[src/rtl/lu_ctrl_pkg.sv]
// Shared definitions for the logic-unit controller and its function core:
// opcode encodings and the output-stage state type.
package lu_ctrl_pkg;

    localparam int LU_OP_W = 2;

    typedef enum logic [LU_OP_W-1:0] {
        LU_OP_AND = 2'b00,
        LU_OP_OR  = 2'b01,
        LU_OP_XOR = 2'b10,
        LU_OP_NOT = 2'b11
    } lu_op_t;

    // Output register state; FULL means a result is being presented.
    typedef enum logic {
        ST_EMPTY = 1'b0,
        ST_FULL  = 1'b1
    } out_state_t;

endpackage

[src/rtl/lu_func.sv]
// Combinational bitwise logic-function core: g = f(op, a, b).
// NOT uses only operand a.
module lu_func
    import lu_ctrl_pkg::*;
#(
    parameter int WIDTH = 4
) (
    input  logic [WIDTH-1:0]   a,
    input  logic [WIDTH-1:0]   b,
    input  logic [LU_OP_W-1:0] op,
    output logic [WIDTH-1:0]   g
);

    // Select the bitwise function; an unknown opcode propagates X in simulation.
    always_comb begin
        g = '0;
        case (op)
            LU_OP_AND: g = a & b;
            LU_OP_OR:  g = a | b;
            LU_OP_XOR: g = a ^ b;
            LU_OP_NOT: g = ~a;
            default:   g = 'x;
        endcase
    end

endmodule

[src/rtl/lu_ctrl.sv]
// Command-side controller for the logic unit. Requests are queued in a small
// FIFO, executed one per cycle through lu_func, and returned through a single
// output register with a zero flag. A chained request takes operand A from
// the accumulator, which always holds the most recently executed result.
module lu_ctrl
    import lu_ctrl_pkg::*;
#(
    parameter int WIDTH = 4,
    parameter int DEPTH = 2
) (
    input  logic               clk,
    input  logic               rst_n,
    input  logic               req_valid,
    output logic               req_ready,
    input  logic [LU_OP_W-1:0] req_op,
    input  logic [WIDTH-1:0]   req_a,
    input  logic [WIDTH-1:0]   req_b,
    input  logic               req_chain,
    output logic               rsp_valid,
    input  logic               rsp_ready,
    output logic [WIDTH-1:0]   rsp_g,
    output logic               rsp_zero,
    output logic               busy
);

    localparam int PW = (DEPTH > 1) ? $clog2(DEPTH) : 1;
    localparam int CW = $clog2(DEPTH) + 1;
    localparam logic [CW-1:0] FULL_CNT = CW'(DEPTH);

    // Request storage
    logic [LU_OP_W-1:0] op_mem    [DEPTH];
    logic [WIDTH-1:0]   a_mem     [DEPTH];
    logic [WIDTH-1:0]   b_mem     [DEPTH];
    logic               chain_mem [DEPTH];

    logic [PW-1:0]  wr_ptr_reg;
    logic [PW-1:0]  rd_ptr_reg;
    logic [CW-1:0]  count_reg;

    out_state_t     state_reg;
    logic [WIDTH-1:0] acc_reg;
    logic [WIDTH-1:0] rsp_g_reg;
    logic           rsp_zero_reg;

    logic           fifo_nonempty;
    logic           fifo_full;
    logic           push;
    logic           exec;
    logic [WIDTH-1:0] op_a;
    logic [WIDTH-1:0] func_g;

    // Full blocks pushes outright, even when a pop frees a slot the same cycle.
    assign fifo_nonempty = (count_reg != '0);
    assign fifo_full     = (count_reg == FULL_CNT);
    assign push          = req_valid & ~fifo_full;
    assign exec          = fifo_nonempty & ((state_reg == ST_EMPTY) | rsp_ready);

    assign req_ready = ~fifo_full;
    assign rsp_valid = (state_reg == ST_FULL);
    assign rsp_g     = rsp_g_reg;
    assign rsp_zero  = rsp_zero_reg;
    assign busy      = fifo_nonempty | rsp_valid;

    // Head entry feeds the core; chained requests substitute the accumulator.
    assign op_a = chain_mem[rd_ptr_reg] ? acc_reg : a_mem[rd_ptr_reg];

    lu_func #(
        .WIDTH (WIDTH)
    ) u_func (
        .a  (op_a),
        .b  (b_mem[rd_ptr_reg]),
        .op (op_mem[rd_ptr_reg]),
        .g  (func_g)
    );

    // FIFO payload write; contents need no reset since the count gates use.
    always_ff @(posedge clk) begin
        if (push) begin
            op_mem[wr_ptr_reg]    <= req_op;
            a_mem[wr_ptr_reg]     <= req_a;
            b_mem[wr_ptr_reg]     <= req_b;
            chain_mem[wr_ptr_reg] <= req_chain;
        end
    end

    // FIFO pointers and occupancy; pointers wrap naturally at power-of-2 depth.
    always_ff @(posedge clk or negedge rst_n) begin
        if (!rst_n) begin
            wr_ptr_reg <= '0;
            rd_ptr_reg <= '0;
            count_reg  <= '0;
        end else begin
            if (push) wr_ptr_reg <= wr_ptr_reg + PW'(1);
            if (exec) rd_ptr_reg <= rd_ptr_reg + PW'(1);
            case ({push, exec})
                2'b10:   count_reg <= count_reg + CW'(1);
                2'b01:   count_reg <= count_reg - CW'(1);
                default: count_reg <= count_reg;
            endcase
        end
    end

    // Output-stage FSM with registered result, zero flag and accumulator.
    always_ff @(posedge clk or negedge rst_n) begin
        if (!rst_n) begin
            state_reg    <= ST_EMPTY;
            acc_reg      <= '0;
            rsp_g_reg    <= '0;
            rsp_zero_reg <= 1'b0;
        end else begin
            if (exec) begin
                state_reg    <= ST_FULL;
                rsp_g_reg    <= func_g;
                rsp_zero_reg <= (func_g == '0);
                acc_reg      <= func_g;
            end else if (rsp_ready) begin
                state_reg    <= ST_EMPTY;
            end
        end
    end

endmodule

[config.mk]
export PLATFORM = sky130hd
export DESIGN_NAME = lu_ctrl
export DESIGN_NICKNAME = d
export VERILOG_FILES = /design/src/rtl/lu_ctrl_pkg.sv /design/src/rtl/lu_func.sv /design/src/rtl/lu_ctrl.sv
export SDC_FILE = /design/constraint.sdc
export NUM_CORES = 1
export LEC_CHECK = 0
export ABC_AREA = 1
export CORE_UTILIZATION = 36
export CTS_CLUSTER_SIZE = 10
export DETAILED_ROUTE_END_ITERATION = 10
export GPL_TIMING_DRIVEN = 0
export PLACE_DENSITY = 0.55
export SETUP_SLACK_MARGIN = 0.2
export SLEW_MARGIN = 30
export SYNTH_ARGS = -nofsm -noshare
export SYNTH_HDL_FRONTEND = slang
export SYNTH_SLANG_ARGS = --single-unit
[constraint.sdc]
create_clock -name clk -period 2 [get_ports clk]
set_input_delay 0.4 -clock clk [delete_from_list [all_inputs] [get_ports clk]]
set_output_delay 0.4 -clock clk [all_outputs]
set_load 0.05 [all_outputs]
## Word-level counts from Yosys, hierarchy flattened

Memory sizes are Yosys's and may differ from the RTL's.
Index checks and enable logic that the tools add are counted.
W data, S select, Z words.

| storage, ports and cells | value |
|---|---|
| logic and storage cells | 42 |
| output and inout bits | 8 |
| memories kept | 4 |
| bits of input ports | 15 |
| register bits | 10 |
| memory bits (writable) | 22 |

| cells by class | value |
|---|---|
| bitwise logic cells | 10 |
| muxes and demuxes | 7 |
| add/subtract/negate cells | 4 |
| reduce and logical (&&, ||, !) cells | 5 |
| eq/ne operators | 6 |

Memory list:

| memory | depth | bits a word | read ports | clocked after memory_dff | write ports | RTL line | text |
|---|---|---|---|---|---|---|---|
| a_mem | 2 | 4 | 1 | 0 | 1 | lu_ctrl.sv:32 | `logic [WIDTH-1:0] a_mem [DEPTH];` |
| b_mem | 2 | 4 | 1 | 0 | 1 | lu_ctrl.sv:33 | `logic [WIDTH-1:0] b_mem [DEPTH];` |
| op_mem | 2 | 2 | 1 | 0 | 1 | lu_ctrl.sv:31 | `logic [LU_OP_W-1:0] op_mem [DEPTH];` |
| chain_mem | 2 | 1 | 1 | 0 | 1 | lu_ctrl.sv:34 | `logic chain_mem [DEPTH];` |

Operators with widths:

| kind | number |
|---|---|
| $pmux W4 S4 | 1 |
| $eq A2 B2 Y1 const B | 4 |
| $reduce_bool A2 Y1 | 3 |
| $and A4 B4 Y4 | 1 |
| $eq A2 B1 Y1 const B | 2 |
| $logic_not A4 Y1 | 1 |
| $mux W1 | 4 |
| $mux W4 | 1 |
| $not A4 Y4 | 1 |
| $or A4 B4 Y4 | 1 |
| $pmux W2 S2 | 1 |
| $xor A4 B4 Y4 | 1 |
| $add A1 B1 Y1 const B | 2 |
| $add A2 B1 Y2 const B | 1 |
| $and A1 B1 Y1 | 2 |
| $logic_not A2 Y1 | 1 |
| $not A1 Y1 | 2 |
| $or A1 B1 Y1 | 2 |
| $sub A2 B1 Y2 const B | 1 |

## Longest topological paths before layout

Gate-level depths: netlist of run 1.

| depth | value |
|---|---|
| depth after elaboration | 5 |
| gate-level depth with buffers | 15 |

## By module

Synthesis of run 1 repeated with hierarchy kept, for this count alone.

| unflattened totals | value |
|---|---|
| cell total of the unflattened synthesis | 172 |
| area total of the unflattened synthesis | 1,637.8 um2 |

Modules (own cells, without submodules):

| module | times used | seq. area each (um2) | cells each | area an instance (um2) |
|---|---|---|---|---|
| lu_ctrl | 1 | 910.9 | 131 | 1,347.5 |
| lu_func | 1 | 0.0 | 41 | 290.3 |

## Worst setup path before layout of run 1

No wires, ideal clock.

| timing path | value |
|---|---|
| kind | flip-flop to flip-flop |
| start | register count_reg[0] |
| end | memory a_mem[1][0] (enable) |
| arrival time | 1,518 ps |
| setup time | 380 ps |
| required time | 1,620 ps |
| stages on the path, launching flop included | 5 |
| period minus slack after synthesis | 1,898 ps |
| slack | 102 ps |
| cell sequence | dfrtp_1 -> inv_1 -> nand2_1 -> nand2_1 -> nor2_1 |

| between the ends | value |
|---|---|
| longest elaborated chain between the ends | 5 |

Ends and longest elaborated chain:

| what | RTL line | text |
|---|---|---|
| start: declaration | lu_ctrl.sv:38 | `logic [CW-1:0] count_reg;` |
| start signal: assignment | lu_ctrl.sv:96 | `2'b10: count_reg <= count_reg + CW'(1);` |
| start signal: assignment | lu_ctrl.sv:97 | `2'b01: count_reg <= count_reg - CW'(1);` |
| start signal: assignment | lu_ctrl.sv:98 | `default: count_reg <= count_reg;` |
| $eq A2 B2 Y1 | lu_ctrl.sv:54 | `assign fifo_full = (count_reg == FULL_CNT);` |
| $not A1 Y1 | n/a |  |
| net req_ready | lu_ctrl.sv:14 | `output logic req_ready,` |
| $and A1 B1 Y1 | lu_ctrl.sv:55 | `assign push = req_valid & ~fifo_full;` |
| $mux W1 | lu_ctrl.sv:78 | `if (push) begin` |
| $mux W1 (not written as such) | lu_ctrl.sv:80 | `a_mem[wr_ptr_reg] <= req_a;` |
| end: declaration | lu_ctrl.sv:32 |  |

The timed path passes the listed nets, and every way through them passes these cells.

## Worst setup path in the final report of run 1

| timing path | value |
|---|---|
| start | register rd_ptr_reg |
| end | register rsp_zero_reg, in the netlist rsp_zero |

| between the ends | value |
|---|---|
| longest elaborated chain between the ends | 5 |

Ends and longest elaborated chain:

| what | RTL line | text |
|---|---|---|
| start: declaration | lu_ctrl.sv:37 | `logic [PW-1:0] rd_ptr_reg;` |
| start signal: assignment | lu_ctrl.sv:94 | `if (exec) rd_ptr_reg <= rd_ptr_reg + PW'(1);` |
| $mem_v2 Z2 W4 / $mem_v2 Z2 W1 (equally long branches) | n/a |  |
| $mux W4 | lu_ctrl.sv:65 | `assign op_a = chain_mem[rd_ptr_reg] ? acc_reg : a_mem[rd_ptr_reg];` |
| $xor A4 B4 Y4 (tied with other cells) | lu_func.sv:20 | `LU_OP_XOR: g = a ^ b;` |
| $pmux W4 S4 (*) | lu_func.sv:17 | `case (op)` |
| $logic_not A4 Y1 (*) | lu_ctrl.sv:114 | `rsp_zero_reg <= (func_g == '0);` |
| end signal: assignment | lu_ctrl.sv:114 |  |
| end: declaration | lu_ctrl.sv:43 | `logic rsp_zero_reg;` |

Every way passes the cells marked *; elsewhere a longest branch is shown, timed or not.
A chain may end at the register's enable or synchronous reset.

==> reports/results.tsv, run 1 <==
stage	metric	value	unit
yosys	YS warnings	0	
setup_path	critical path peak fanout	7	
hold_path	Worst Hold Class	in -> async	
routing	M1 WL	1390	um
clock_tree	# clock sinks	32	
sta	Max transition margin	58.4	%
clock_tree	Inserted Clock Buffers	5	
floorplanning	Starting Density	38.5	%
placement	total placed cells including tap cells	255	
status	status	finished, final reports clean	
global_route	pin count of the biggest net entering global routing	13	
sta	clock skew	0.00768	ns
cells_and_area	Regs by FF count	a_mem (8), b_mem (8)	
power	Leakage Power	1.03	nW
routing	drt initial violations	44	
cells_and_area	share of layout cells above drive strength 1	30.0	%
cells_and_area	antenna cells	0	
clock_tree	clock latency on the worst-skew pair	0.28	ns
clock_tree	CTS tree	yes	
routing	Detail Route Antenna Nets	0	
sta	Fmax	577	MHz
floorplanning	Die Wd	71.2	um
setup_path	worst r2r src	rd_ptr_reg$_DFFE_PN0P_	
clock_tree	maximum buffer depth of the clock tree	2	
setup_path	Critical Path RT	2.22	ns
cells_and_area	most common cell after layout, fill and taps aside	nand2_1	
setup_path	end of the worst register-to-register path	rsp_zero$_DFFE_PN0P_	
floorplanning	die height	71.2	um
sta	min cycle time layout	1.73	ns
setup_path	Critical Path AT	1.96	ns
placement	RD Place Congestion	0.812	
yosys	Synth Cell Area	1720	sq um
routing	metal3 WL	142	um
sta	Worst Max-Slew Pin Slew	0.623	ns
yosys	Yosys reg bits	32	
floorplanning	die area	5070	sq um
yosys	post-synth net total	205	
sta	Final setup viols	0	
sta	Slew Viols, Final	0	
yosys	synth unique cells	24	
floorplanning	io pins	23	
placement	DP Wirelength	2340	um
cells_and_area	Syn-to-layout area delta	33.1	%
setup_path	critical path class	reg -> reg	
routing	DR top layer	met4	
cells_and_area	final core utilization	51.3	%
placement	Placement Setup Slack	-0.0802	ns
yosys	post-synthesis cell count	181	
sta	Tcrit/Tclk final	86.7	%
clock_tree	root buffer cell	clkbuf_8	
placement	PortBufs	22	
sta	final hold vios	0	
power	Power Total	3.87	mW
routing	via/cell ratio	4.65	
routing	met2 wire len	1700	um
power	power per standard cell area	1690	nW/um^2
global_route	first-pass GRT wire length	5180	um
cells_and_area	NumNets Final	240	
setup_path	reg-to-reg setup timing slack	0.27	ns
job	Max-Cap Viols	0	
sta	unrepaired setup endpoints after global routing	true	
routing	TritonRoute pass-1 iters	4	
global_route	GRT overflow	0	
cells_and_area	fillers	414	
routing	via count	1250	
setup_path	Setup crit end kind	flip-flop	
routing	routed len/inst	12.2	um
floorplanning	# rows	24	
global_route	initial antenna violation count	0	
setup_path	Worst Setup Start Kind	flip-flop	
routing	final WL	3280	um
global_route	GRT Total Usage	13.5	%
cells_and_area	most frequent cells in the layout	41 x nand2_1, 29 x inv_1, 22 x edfxtp_1, 14 x clkdlybuf4s50_1, 13 x nand2_2	
setup_path	R2R depth	12	
routing	DRC	0	
sta	Worst Slack Setup Final	0.266	ns
power	peak supply drop	0.548	mV
clock_tree	clock-pin slew on the worst setup and hold paths	0.07	ns
clock_tree	H-tree depth	2	
floorplanning	core area	4470	sq um
yosys	syn avg cell area	9.52	sq um
cells_and_area	post-route insts no fill	269	
yosys	sequential share of the synthesized area	52.9	%
global_route	vias in the first global route	1177	
-- final cells by class --
| class | count | area, sq um | share of cell area (%) |
|---|---|---|---|
| Tap cell | 52 | 65.1 | 2.84 |
| Multi-Input combinational cell | 112 | 781 | 34.0 |
| Buffer | 2 | 30.0 | 1.31 |
| Timing Repair Buffer | 28 | 265 | 11.6 |
| Clock inverter | 2 | 15.0 | 0.655 |
| Inverter | 35 | 144 | 6.27 |
| Clock buffer | 6 | 82.6 | 3.60 |
| Sequential cell | 32 | 911 | 39.7 |
-- kinds of logic (layout without fill, tap and decap cells) --
family / count (synthesis) / count (layout) / synth area share, %
AO/OA/AOI/OAI: 15 / 15 / 4.79
XOR/XNOR: 3 / 3 / 1.53
buffers and inverters: 37 / 73 / 9.59
flip-flops: 32 / 32 / 52.9
adder cells (fa/ha/maj): 9 / 9 / 6.54
AND/OR/NAND/NOR: 85 / 85 / 24.7
-- worst max path at each step --
| stage | cells after the start | startpoint | slack, ns | end |
|---|---|---|---|---|
| floorplan | 7 | count_reg[0]$_DFFE_PN0P_ | 0.20 | count_reg[1]$_DFFE_PN0P_ |
| global placement | 7 | rsp_ready | -0.03 | count_reg[1]$_DFFE_PN0P_ |
| detailed placement | 7 | rsp_ready | -0.08 | count_reg[1]$_DFFE_PN0P_ |
| CTS | 3 | count_reg[0]$_DFFE_PN0P_ | 0.17 | busy |
| global route | 12 | rd_ptr_reg$_DFFE_PN0P_ | 0.14 | rsp_zero$_DFFE_PN0P_ |
| finish | 12 | rd_ptr_reg$_DFFE_PN0P_ | 0.27 | rsp_zero$_DFFE_PN0P_ |
-- report_power, final --
group	total, mW	internal (mW)	switching (mW)	leakage [nW]
Clock	0.520	0.278	0.241	0.0434
Combinational	2.31	0.881	1.43	0.664
Sequential	1.04	0.931	0.112	0.323
Total	3.87	2.09	1.78	1.03
-- timing repair --
item                                    CTS  global route
endpoints found under the setup margin   13             8
buffers inserted                          0             5
pin swaps                                 0            18
gates cloned                              0             1
hold buffers                              0             0
gates resized for setup                  17            29
-- Yosys cell counts, drive strengths merged --
library cell,n,area (sq um)
inv,35,139
edfxtp,22,661
dfrtp,10,250
nand2,58,283
o21ai,12,67.6
buf,2,26.3
xnor2,2,17.5
nand3b,1,7.51
nand3,10,60.1
ha,9,113
a21oi,3,15.0
nor2,16,75.1
xor2,1,8.76
-- worst max-delay path, stage by stage, from the launching register on --
cell	delay, ns
dfrtp_1	0.39
buf_8	0.15
buf_8	0.14
o21ai_4	0.18
inv_2	0.07
ha_4	0.23
nand3_2	0.07
o21ai_2	0.06
inv_1	0.05
nand2_1	0.06
nor2_2	0.13
nand3_2	0.07
nand2_1	0.06
-- routing by layer --
metal	up-vias	global-route usage (%)
met4	0	5.33
met5	-	0
met2	21	22.3
met1	588	16.6
met3	7	3.85
li1	634	-
-- through the flow --
stage	setup TNS (ns)	cell area, sq um	hold WS (ns)
global placement	-0.0291	2010	0.474
CTS	0	2120	0.447
floorplan	0	1730	0.104
detailed placement	-0.0802	2010	0.478
finish	0	2290	0.435
global route	0	2290	0.473
Note: power is estimated with default switching activity, not from simulation.
==> run 2, diff against run 1 <==
--- a/config.mk
+++ b/config.mk
@@ -6,6 +6,8 @@
 export NUM_CORES = 1
 export LEC_CHECK = 0
 export ABC_AREA = 1
+export ABC_CLOCK_PERIOD_IN_PS = 2200
+export CORE_MARGIN = 3
 export CORE_UTILIZATION = 36
 export CTS_CLUSTER_SIZE = 10
 export DETAILED_ROUTE_END_ITERATION = 10
==> constraint.sdc (replaced) <==
create_clock -name clk -period 2.2 [get_ports clk]
set_input_delay 0.44 -clock clk [delete_from_list [all_inputs] [get_ports clk]]
set_output_delay 0.44 -clock clk [all_outputs]
set_load 0.05 [all_outputs]
==> reports/results.tsv, run 2 (same netlist as run 1, synthesis figures left out) <==
stage	metric	value	unit	change
status	status	finished, final reports clean		unchanged
cells_and_area	Syn-to-layout area delta	21.9	%	was 33.1%
cells_and_area	most common cell after layout, fill and taps aside	nand2_1		unchanged
setup_path	CP Buf/Inv Count	1		was 4
setup_path	Critical Path RT	1.76	ns	was 2.22 ns
clock_tree	clock-pin slew on the worst setup and hold paths	0.06	ns	was 0.07 ns
setup_path	critical path class	reg -> out		was reg -> reg
floorplanning	Die Wd	75.2	um	was 71.2 um
setup_path	Worst path slowest cell	clkdlybuf4s50_1		was dfrtp_1
clock_tree	root buffer cell	clkbuf_8		unchanged
global_route	GRT Total Usage	12.1	%	was 13.5%
routing	final WL	2910	um	was 3280 um
power	peak supply drop	0.585	mV	was 0.548 mV
floorplanning	io pins	23		unchanged
sta	Worst Max-Slew Pin Slew	0.607	ns	was 0.623 ns
routing	drt initial violations	34		was 44
cells_and_area	fillers	418		was 414
power	power per standard cell area	1460	nW/um^2	was 1690 nW/um^2
setup_path	critical path peak fanout	3		was 7
setup_path	R2R depth	12		unchanged
clock_tree	maximum buffer depth of the clock tree	2		unchanged
placement	PortBufs	22		unchanged
hold_path	Worst Hold Class	in -> async		unchanged
setup_path	Setup crit end kind	primary output		was flip-flop
cells_and_area	NumNets Final	234		was 240
routing	TritonRoute pass-1 iters	4		unchanged
sta	final hold vios	0		unchanged
clock_tree	cts hold-fix bufs	0		unchanged
sta	Slew Viols, Final	0		unchanged
placement	DP Wirelength	2330	um	was 2340 um
routing	via/cell ratio	4.48		was 4.65
sta	min cycle time layout	1.94	ns	
sta	clock skew	0.00458	ns	was 0.00768 ns
global_route	initial antenna violation count	0		unchanged
cells_and_area	most frequent cells in the layout	45 x nand2_1, 33 x inv_1, 22 x edfxtp_1, 20 x clkdlybuf4s50_1		was 41 x nand2_1, 29 x inv_1, 22 x edfxtp_1, 14 x clkdlybuf4s50_1, 13 x nand2_2
cells_and_area	post-route insts no fill	263		was 269
setup_path	Worst Setup Start Kind	flip-flop		unchanged
clock_tree	# clock sinks	32		unchanged
floorplanning	# rows	24		unchanged
global_route	vias in the first global route	1177		unchanged
setup_path	Largest stage delay, worst path	0.83	ns	was 0.39 ns
routing	DRC	0		unchanged
clock_tree	setup repair bufs after CTS	0		unchanged
power	sequential share of power	30.6	%	was 27.0%
routing	Detail Route Antenna Nets	0		unchanged
floorplanning	die area	5650	sq um	was 5070 sq um
global_route	pin count of the biggest net entering global routing	13		unchanged
power	internal power	1.69	mW	was 2.09 mW
power	Leakage Power	0.967	nW	was 1.03 nW
global_route	first-pass GRT wire length	5020	um	was 5180 um
clock_tree	CTS tree	yes		unchanged
setup_path	crit-path cells	clkdlybuf4s50_1		was buf_8 -> buf_8 -> o21ai_4 -> inv_2 -> ha_4 -> nand3_2 -> o21ai_2 -> inv_1 -> nand2_1 -> nor2_2 -> nand3_2 -> nand2_1
job	Max-Cap Viols	0		unchanged
cells_and_area	Regs by FF count	a_mem (8), b_mem (8)		unchanged
power	Sw Pwr	1.38	mW	was 1.78 mW
placement	RD Place Congestion	0.751		was 0.812
cells_and_area	antenna cells	0		unchanged
power	Comb pwr share	55.2	%	was 59.6%
floorplanning	core area	4470	sq um	unchanged
clock_tree	clock latency on the worst-skew pair	0.27	ns	was 0.28 ns
clock_tree	Inserted Clock Buffers	5		unchanged
setup_path	cell count along the critical path	1		was 12
sta	Max transition margin	59.5	%	was 58.4%
sta	Final setup viols	0		unchanged
routing	via count	1179		was 1,250
setup_path	Top Family by Delay on Critical Path	buffers and inverters		unchanged
routing	routed len/inst	11.1	um	was 12.2 um
setup_path	Critical Path AT	1.50	ns	was 1.96 ns
sta	Fmax	515	MHz	
global_route	GRT overflow	0		unchanged
cells_and_area	final core utilization	47.0	%	was 51.3%
power	Switching Share	44.8	%	was 46.0%
floorplanning	Starting Density	38.5	%	unchanged
placement	total placed cells including tap cells	255		unchanged
floorplanning	die height	75.2	um	was 71.2 um
power	Clk network pwr share	14.2	%	was 13.4%
cells_and_area	share of layout cells above drive strength 1	15.6	%	was 30.0%
sta	Tcrit/Tclk final	88.3	%	
clock_tree	H-tree depth	2		unchanged
sta	unrepaired setup endpoints after global routing	false		was true
## run 2: through the flow
step | power (mW) | worst slack (ns) | area, sq um | setup TNS, ns | hold slack (ns)
after CTS | 3.10 | 0.236 | 2100 | 0 | 0.500
after detailed placement | 2.66 | -0.0222 | 2010 | -0.238 | 0.493
after global placement | 2.62 | 0.0152 | 2010 | 0 | 0.471
final | 3.07 | 0.258 | 2100 | 0 | 0.493
after floorplan | 2.24 | 0.302 | 1720 | 0 | 0.144
after global routing | 3.37 | 0.212 | 2100 | 0 | 0.521
## run 2: per-layer routing
| metal | GRT usage [%] | vias to the layer above | share of wire, % |
|---|---|---|---|
| met5 | 0 | - | 0 |
| met2 | 20.1 | 15 | 52 |
| li1 | - | 619 | - |
| met4 | 5.24 | 0 | 1.2 |
| met1 | 14.5 | 541 | 44 |
| met3 | 3.87 | 4 | 3.2 |
## run 2: timing repair
item / 4_1_cts / 5_1_grt
resized for setup: 2 / 4
endpoints found under the setup margin: 2 / 4
gates cloned: 0 / 0
## run 2: cell type report
type | instances | area, sq um | area share (%)
clock buffers | 7 | 86.3 | 4.11
well taps | 52 | 65.1 | 3.10
inverters | 35 | 139 | 6.61
plain buffers | 2 | 26.3 | 1.25
flip-flops and latches | 32 | 911 | 43.4
repair buffers | 22 | 218 | 10.4
multi-input cells | 112 | 652 | 31.0
clock inverters | 1 | 3.75 | 0.179
## run 2: power by group through the flow
stage / sequential [mW] / combinational [mW] / clock, mW
final: 0.939 / 1.69 / 0.436
after CTS: 0.943 / 1.71 / 0.453
after global routing: 0.959 / 1.92 / 0.491
after floorplan: 1.09 / 1.15 / 0
after detailed placement: 0.954 / 1.71 / 0
after global placement: 0.948 / 1.68 / 0
## run 2: final timing paths
| path | start | to | slack [ns] |
|---|---|---|---|
| worst min-delay path | rst_n | rsp_zero$_DFFE_PN0P_ | 0.49 |
| worst min register to register | rsp_zero$_DFFE_PN0P_ | rsp_zero$_DFFE_PN0P_ | 0.50 |
| worst max register to register | rd_ptr_reg$_DFFE_PN0P_ | rsp_zero$_DFFE_PN0P_ | 0.36 |
| worst max-delay path | rsp_g[2]$_DFFE_PN0P_ | rsp_g[2] | 0.26 |
| min in group clk | rsp_zero$_DFFE_PN0P_ | rsp_zero$_DFFE_PN0P_ | 0.50 |
| max in group asynchronous | rst_n | rd_ptr_reg$_DFFE_PN0P_ | 1.39 |
==> run 3, diff against run 2 <==
--- a/config.mk
+++ b/config.mk
@@ -13,7 +13,6 @@
 export DETAILED_ROUTE_END_ITERATION = 10
 export GPL_TIMING_DRIVEN = 0
 export PLACE_DENSITY = 0.55
-export SETUP_SLACK_MARGIN = 0.2
 export SLEW_MARGIN = 30
 export SYNTH_ARGS = -nofsm -noshare
 export SYNTH_HDL_FRONTEND = slang
==> reports/results.tsv, run 3 (same netlist as run 1, synthesis figures left out) <==
stage	metric	value	unit	change
placement	placed instance area	2010	sq um	unchanged
global_route	GRT overflow	0		unchanged
cells_and_area	antenna cells	0		unchanged
clock_tree	Inserted Clock Buffers	5		unchanged
cells_and_area	NumNets Final	234		unchanged
routing	routed len/inst	11.1	um	about the same
setup_path	critical path peak fanout	5		was 3
routing	drt initial violations	47		was 34
floorplanning	core area	4470	sq um	unchanged
clock_tree	setup repair bufs after CTS	0		unchanged
power	power per standard cell area	1460	nW/um^2	about the same
job	Max-Cap Viols	0		unchanged
placement	Placement Setup Slack	-0.0222	ns	unchanged
setup_path	Critical Path RT	1.76	ns	about the same
clock_tree	CTS tree	yes		unchanged
clock_tree	H-tree depth	2		unchanged
global_route	vias in the first global route	1177		unchanged
setup_path	Setup crit end kind	primary output		unchanged
cells_and_area	Regs by FF count	a_mem (8), b_mem (8)		unchanged
clock_tree	maximum buffer depth of the clock tree	2		unchanged
global_route	pin count of the biggest net entering global routing	13		unchanged
setup_path	Worst path slowest cell	clkdlybuf4s50_1		unchanged
floorplanning	Starting Density	38.5	%	unchanged
sta	unrepaired setup endpoints after global routing	false		unchanged
sta	Fmax	483	MHz	was 515 MHz
clock_tree	root buffer cell	clkbuf_8		unchanged
sta	Tcrit/Tclk final	94.1	%	was 88.3%
sta	min cycle time layout	2.07	ns	was 1.94 ns
global_route	initial antenna violation count	0		unchanged
clock_tree	clock-pin slew on the worst setup and hold paths	0.06	ns	about the same
setup_path	crit-path cells	inv_1 -> nand2_1 -> clkdlybuf4s50_1		was clkdlybuf4s50_1
sta	Final setup viols	0		unchanged
sta	clock skew	0.00428	ns	was 0.00458 ns
placement	DP Wirelength	2330	um	unchanged
floorplanning	io pins	23		unchanged
status	status	finished, final reports clean		unchanged
cells_and_area	Syn-to-layout area delta	22.2	%	was 21.9%
routing	final WL	2920	um	was 2910 um
power	Leakage Power	0.969	nW	was 0.967 nW
setup_path	Critical Path AT	1.63	ns	was 1.50 ns
routing	TritonRoute pass-1 iters	4		unchanged
sta	final hold vios	0		unchanged
clock_tree	post-cts resize count	0		was 2
cells_and_area	most common cell after layout, fill and taps aside	nand2_1		unchanged
cells_and_area	most frequent cells in the layout	45 x nand2_1, 33 x inv_1, 22 x edfxtp_1, 21 x clkdlybuf4s50_1		was 45 x nand2_1, 33 x inv_1, 22 x edfxtp_1, 20 x clkdlybuf4s50_1
setup_path	Worst Setup Start Kind	flip-flop		unchanged
clock_tree	clock latency on the worst-skew pair	0.27	ns	about the same
placement	PortBufs	22		unchanged
placement	RD Place Congestion	0.751		unchanged
sta	Worst Max-Slew Pin Slew	0.607	ns	about the same
sta	Worst Slack Setup Final	0.130	ns	was 0.258 ns
sta	Max transition margin	59.5	%	about the same
floorplanning	# rows	24		unchanged
clock_tree	cts hold-fix bufs	0		unchanged
setup_path	Largest stage delay, worst path	0.81	ns	was 0.83 ns
routing	DRC	0		unchanged
clock_tree	# clock sinks	32		unchanged
routing	via count	1185		was 1,179
hold_path	Worst Hold Class	in -> async		unchanged
power	peak supply drop	0.582	mV	was 0.585 mV
routing	via/cell ratio	4.51		was 4.48
setup_path	critical path class	reg -> out		unchanged
global_route	first-pass GRT wire length	5020	um	unchanged
floorplanning	die area	5650	sq um	unchanged
sta	Slew Viols, Final	0		unchanged
routing	Detail Route Antenna Nets	0		unchanged
floorplanning	Die Wd	75.2	um	unchanged
cells_and_area	share of layout cells above drive strength 1	15.6	%	unchanged
global_route	GRT Total Usage	12.1	%	unchanged
cells_and_area	Finished Cell Area	2110	sq um	was 2100 sq um
floorplanning	die height	75.2	um	unchanged
[run 3: cell types whose count changed in the layout (fill, tap and decap cells not counted), sizes merged]
cell,previous run,this run
clkdlybuf4s50,20,21
dlygate4sd2,2,0
dlymetal6s2s,0,1
[run 3: area by class of cell]
cell class / count / area [sq um]
flip-flops and latches: 32 / 911
well taps: 52 / 65.1
clock buffers: 7 / 86.3
clock inverters: 1 / 3.75
fillers: 415 / 2370
plain buffers: 2 / 26.3
repair buffers: 22 / 223
multi-input cells: 112 / 652
inverters: 35 / 139
[run 3: power breakdown]
part           switching, mW  internal, mW
combinational           1.10         0.600
sequential            0.0916         0.847
clock                  0.188         0.250
total                   1.38          1.70
[run 3: worst paths after layout]
check,end,depth (start not counted),slack [ns],from
max in group asynchronous,rd_ptr_reg$_DFFE_PN0P_,1,1.40,rst_n
max reg2reg,rsp_zero$_DFFE_PN0P_,12,0.24,rd_ptr_reg$_DFFE_PN0P_
min in group clk,rsp_zero$_DFFE_PN0P_,2,0.50,rsp_zero$_DFFE_PN0P_
min,rsp_g[3]$_DFFE_PN0P_,1,0.49,rst_n
min reg2reg,rsp_zero$_DFFE_PN0P_,2,0.50,rsp_zero$_DFFE_PN0P_
max,req_ready,3,0.13,count_reg[0]$_DFFE_PN0P_
[run 3: worst max-delay path: cells and delay by family, from the launching register on]
family	cells	cell delay, ns
AND/OR/NAND/NOR	1	0.09
flip-flops	1	0.41
buffers and inverters	2	0.87
[run 3: per-layer routing]
metal	track usage, %	share of wire [%]
met2	20.1	52
met5	0	0
met3	3.87	3.5
met1	14.5	43
met4	5.24	1.6
[run 3: metrics by stage]
stage          power [mW]  cells  TNS, ns  util, %  hold slack (ns)
2_1_floorplan        2.24    181        0        -            0.144
3_3_place_gp         2.62    255        0     44.9            0.471
3_5_place_dp         2.66    255   -0.238     44.9            0.493
4_1_cts              3.11    263        0     46.9            0.500
5_1_grt              3.37    263        0     47.1            0.521
6_report             3.07    263        0     47.1            0.487
